===== src/rtl/clk_en_pkg.sv =====
// Shared definitions for the clock-enable controller: register address,
// CLKCTL field layout and the divider ratio encoding.
package clk_en_pkg;

  localparam logic [8:0] CLKCTL_ADDR  = 9'h058;

  localparam int         DIVA_LSB     = 0;
  localparam int         DIVS_LSB     = 4;
  localparam int         SELS_BIT     = 6;
  localparam logic [7:0] CLKCTL_WMASK = 8'h73;

  typedef enum logic [1:0] {
    DIV1 = 2'd0,
    DIV2 = 2'd1,
    DIV4 = 2'd2,
    DIV8 = 2'd3
  } div_e;

  // Low counter bits that must all be ones before a tick may fire.
  function automatic logic [2:0] div_mask(input logic [1:0] div);
    logic [2:0] mask;
    case (div)
      DIV1:    mask = 3'b000;
      DIV2:    mask = 3'b001;
      DIV4:    mask = 3'b011;
      DIV8:    mask = 3'b111;
      default: mask = 3'b000;
    endcase
    return mask;
  endfunction

endpackage


===== src/rtl/clk_en_div.sv =====
// Programmable /1,/2,/4,/8 tick divider producing a registered one-cycle
// enable. Used once for ACLK and once for SMCLK.
module clk_en_div
  import clk_en_pkg::*;
(
  input  logic       mclk,
  input  logic       puc,
  input  logic [1:0] div,
  input  logic       src_tick,
  input  logic       hold,
  input  logic       clear,
  output logic       en
);

  logic [2:0] cnt;
  logic       match;

  assign match = &(cnt | ~div_mask(div));

  // Clear beats a coincident tick so a reconfigured period always restarts
  // from zero; hold freezes the count while the clock is gated.
  always_ff @(posedge mclk or posedge puc) begin
    if (puc) begin
      cnt <= 3'd0;
      en  <= 1'b0;
    end else if (clear) begin
      cnt <= 3'd0;
      en  <= 1'b0;
    end else if (hold) begin
      en  <= 1'b0;
    end else begin
      en <= src_tick & match;
      if (src_tick) begin
        cnt <= cnt + 3'd1;
      end
    end
  end

endmodule


===== src/rtl/clk_en_ctrl.sv =====
// Clock-enable controller: derives the ACLK and SMCLK tick strobes on the
// mclk domain from a synchronized LFXT input and a single control register.
module clk_en_ctrl #(
  parameter logic [8:0] CLKCTL_ADDR = clk_en_pkg::CLKCTL_ADDR,
  parameter int         SYNC_STAGES = 2
) (
  input  logic        mclk,
  input  logic        puc,
  input  logic        lfxt_clk,
  input  logic        oscoff,
  input  logic        scg1,
  input  logic [7:0]  per_addr,
  input  logic [15:0] per_din,
  input  logic        per_en,
  input  logic [1:0]  per_wen,
  output logic [15:0] per_dout,
  output logic        aclk_en,
  output logic        smclk_en
);

  import clk_en_pkg::*;

  logic [7:0]             clkctl;
  logic                   reg_sel;
  logic                   reg_wr;
  logic                   reg_rd;
  logic [SYNC_STAGES-1:0] lfxt_sync;
  logic                   edge_q;
  logic                   sync_out;
  logic                   lfxt_tick;
  logic                   lfxt_src;
  logic                   sels;
  logic                   smclk_src;
  logic                   smclk_hold;
  logic                   unused_din;

  assign unused_din = ^per_din[15:8];

  // The bus carries word addresses, so only the upper address bits compare.
  assign reg_sel  = per_en & (per_addr == CLKCTL_ADDR[8:1]);
  assign reg_wr   = reg_sel & per_wen[0];
  assign reg_rd   = reg_sel & ~|per_wen;
  assign per_dout = reg_rd ? {8'h00, clkctl} : 16'h0000;

  always_ff @(posedge mclk or posedge puc) begin
    if (puc) begin
      clkctl <= 8'h00;
    end else if (reg_wr) begin
      clkctl <= per_din[7:0] & CLKCTL_WMASK;
    end
  end

  always_ff @(posedge mclk or posedge puc) begin
    if (puc) begin
      lfxt_sync <= '0;
      edge_q    <= 1'b0;
    end else begin
      lfxt_sync <= {lfxt_sync[SYNC_STAGES-2:0], lfxt_clk};
      edge_q    <= lfxt_sync[SYNC_STAGES-1];
    end
  end

  assign sync_out  = lfxt_sync[SYNC_STAGES-1];
  assign lfxt_tick = sync_out & ~edge_q;
  assign lfxt_src  = lfxt_tick & ~oscoff;

  // SMCLK runs every cycle from mclk; when fed from LFXT it is also frozen
  // by oscoff so its count holds exactly like ACLK's.
  assign sels       = clkctl[SELS_BIT];
  assign smclk_src  = sels ? lfxt_src : 1'b1;
  assign smclk_hold = scg1 | (sels & oscoff);

  clk_en_div u_aclk_div (
    .mclk     (mclk),
    .puc      (puc),
    .div      (clkctl[DIVA_LSB +: 2]),
    .src_tick (lfxt_src),
    .hold     (oscoff),
    .clear    (reg_wr),
    .en       (aclk_en)
  );

  clk_en_div u_smclk_div (
    .mclk     (mclk),
    .puc      (puc),
    .div      (clkctl[DIVS_LSB +: 2]),
    .src_tick (smclk_src),
    .hold     (smclk_hold),
    .clear    (reg_wr),
    .en       (smclk_en)
  );

endmodule


===== config.mk =====
export PLATFORM = sky130hd
export DESIGN_NAME = clk_en_ctrl
export DESIGN_NICKNAME = d
export VERILOG_FILES = /design/src/rtl/clk_en_pkg.sv /design/src/rtl/clk_en_div.sv /design/src/rtl/clk_en_ctrl.sv
export SDC_FILE = /design/constraint.sdc
export NUM_CORES = 1
export LEC_CHECK = 0
export ABC_AREA = 1
export CORE_ASPECT_RATIO = 1.5
export CORE_MARGIN = 3
export CORE_UTILIZATION = 42
export CTS_BUF_LIST = sky130_fd_sc_hd__clkbuf_2
export DETAILED_ROUTE_END_ITERATION = 10
export GPL_TIMING_DRIVEN = 1
export PLACE_DENSITY_LB_ADDON = 0.3
export SLEW_MARGIN = 5
export SYNTH_ARGS = -nofsm -noshare
export SYNTH_HDL_FRONTEND = slang
export SYNTH_SLANG_ARGS = --single-unit

===== constraint.sdc =====
create_clock -name mclk -period 2 [get_ports mclk]
set_input_delay 0.4 -clock mclk [delete_from_list [all_inputs] [get_ports mclk]]
set_output_delay 0.4 -clock mclk [all_outputs]
set_load 0.1 [all_outputs]

==> reports/metrics.yaml <==
status: "completed"
hold_viol_final: 0
die_h_um: 62.5
cts_sinks: 16
clkTransAtPathRegs_ps: 150
switching_share_pct: 39.6
drc_errors: 0
hpwl_um: 1320
grt_pass1_vias: 747
place.gp.congestion: 0.775
synth-seq-cells: 16
worstSetupPathType: "input port to output port"
dr_total_vias: 758
synthCells: 115
clockPowerShare_pct: 16.3
htree_levels: 1
cts_made_buffers: 3
r2r_end: "u_smclk_div.cnt[0]$_DFFE_PP0P_"
tns_ps: 0
cap_violations: 0
final_layout_size_suffix_gt1_share_pct: 19.7
end_kind: "output port"
relSlewSlack_pct: 60.6
cts_tree: "built"
setup_viol_count_final: 0
crit_fanout: 5
placed_cell_area_um2: 1210
final_util_pct: 67.4
max_freq_mhz: 512
design_area_um2: 1300
leakagePower_nw: 0.692
finalPower_uw: 877
power_density_nw_per_um2: 676
drtAntennaViolNets: 0
reg2reg_from: "edge_q$_DFF_PP0_"
core_um2: 1930
hold_start: "lfxt_sync[0]$_DFF_PP0_"
worstHoldPathType: "flip-flop to flip-flop"
routed_wl_um: 1840
reg2reg_slack_ps: 900
syn_avg_cell_area_um2: 7.78
area_growth_pct: 45.0
peakVddDrop_mv: 0.539
cp-start-kind: "input port"
combPwrFrac_pct: 34.7
yosysWarnings: 0
antenna_found_initial: 0
period_needed_ps: 1950
fp.dieW_um: 43.7
p_sw_uw: 347
skew_ps: 2.78
globalRouteOverflowTotal: 0
min_path_cells: 0
ff2ff_path_depth: 7
pre_cts_slack_ps: -78.0
firstDrtPassIters: 2
cts_hold_buf: 0
grt_setup_unrepaired: "yes"
drtIter0Drc: 6
tightest_slew_ps: 591
min_period_over_period_pct: 97.6
groute.usage.overall_pct: 15.3
antenna_cells: 0
p_seq_share_pct: 49.0
ys_types: 19
drv_slew: 0
min_to: "lfxt_sync[1]$_DFF_PP0_"
ys_seq_area_share_pct: 44.8
worstPathArrival_ps: 1550
grt_pass1_wl_um: 3150
via_per_inst: 4.38
syn-cell-area_um2: 895
clockBufferDepth: 2
cts-root-buf: "clkbuf_2"
start_util_pct: 46.5
num_rows: 19
cp.required_ps: 1600
dieArea_um2: 2730
pin_count: 50
wl_per_cell_um: 10.6
fin_nets: 187
clk_latency_ps: 280
power.internal_uw: 530
grt_max_degree: 17
port_buffers: 27
setup_ws_ps: 48.6
logic make-up after synthesis:
| kind of cell | share of synthesized area (%) |
|---|---|
| flip-flops | 44.8 |
| XOR/XNOR | 1.96 |
| AO/OA/AOI/OAI | 4.20 |
| other | 0.419 |
| adder cells (fa/ha/maj) | 2.80 |
| AND/OR/NAND/NOR | 26.6 |
| buffers and inverters | 19.3 |
power by group through the flow:
stage,clock [mW],sequential [mW],combinational (mW)
3_3_place_gp,0,0.432,0.298
4_1_cts,0.150,0.429,0.306
6_report,0.143,0.430,0.304
3_5_place_dp,0,0.436,0.305
5_1_grt,0.166,0.438,0.340
2_1_floorplan,0,0.439,0.246
how the worst max path moves through the flow:
| stage | startpoint | end | slack [ps] | cells after the start |
|---|---|---|---|---|
| final | per_wen[0] | per_dout[1] | 50 | 6 |
| after global routing | per_addr[6] | clkctl[4]$_DFFE_PP0P_ | -20 | 15 |
| after CTS | per_wen[0] | per_dout[1] | 70 | 6 |
| after detailed placement | per_en | per_dout[0] | -80 | 9 |
| after global placement | per_addr[2] | per_dout[1] | -70 | 9 |
| after floorplan | per_addr[7] | per_dout[0] | -100 | 5 |
area by class of cell:
cell class | count | area (um2)
fill | 167 | 628
multi-input combinational | 76 | 403
sequential | 16 | 400
timing repair buffer | 35 | 368
inverter | 21 | 81.3
tap | 21 | 26.3
clock buffer | 3 | 15.0
clock inverter | 1 | 3.75
placed cells by master (no fill, tap or decap), drive strengths merged:
cell type,n
dlygate4sd2,9
clkbuf,3
dfrtp,16
buf,15
xor2,2
nand4,2
nand2,31
clkdlybuf4s50,11
ha,2
conb,11
nand3,5
o21bai,1
nor3b,1
a21oi,3
clkinv,1
o21ai,3
inv,21
nor2,15
what timing repair did:
action | 4_1_cts | 5_1_grt
pin swaps | 8 | 0
endpoints found under the hold margin | 0 | 0
gates resized for setup | 16 | 1
setup endpoints to repair | 5 | 7
cloned | 0 | 0
setup buffers | 6 | 0
synthesized netlist by cell type (all sizes together):
master,count,area [um2]
a21oi,3,15.0
nand4,2,12.5
nand2,31,119
nor3b,1,12.5
o21bai,1,7.51
o21ai,3,15.0
inv,21,78.8
nor2,15,58.8
xor2,2,17.5
ha,2,25.0
dfrtp,16,400
nand3,5,35.0
buf,12,93.8
conb,1,3.75
registers in the layout, summed over array words and instances, names as in the netlist:
| name | cells |
|---|---|
| clkctl | 5 |
| edge_q | 1 |
| lfxt_sync | 2 |
| u_aclk_div.cnt | 3 |
| u_aclk_div.en | 1 |
| u_smclk_div.cnt | 3 |
| u_smclk_div.en | 1 |
routing by layer:
layer / GRT usage [%] / share of wire, %
met3: 4.03 / 8.5
met5: 0 / 0
met1: 16.4 / 36
met2: 26.8 / 54
met4: 6.79 / 2.0
critical path, stage by stage:
cell and delay (ps):
clkdlybuf4s50_1 440, nor2_1 140, nand3_1 100, buf_6 170, nor2_4 120, buf_12 180
metrics by stage:
| step | std cells | hold WS [ps] |
|---|---|---|
| floorplan | 125 | 314 |
| global placement | 163 | 333 |
| detailed placement | 163 | 338 |
| CTS | 173 | 373 |
| global route | 173 | 390 |
| finish | 173 | 369 |
Note: power is estimated with default switching activity, not from simulation.
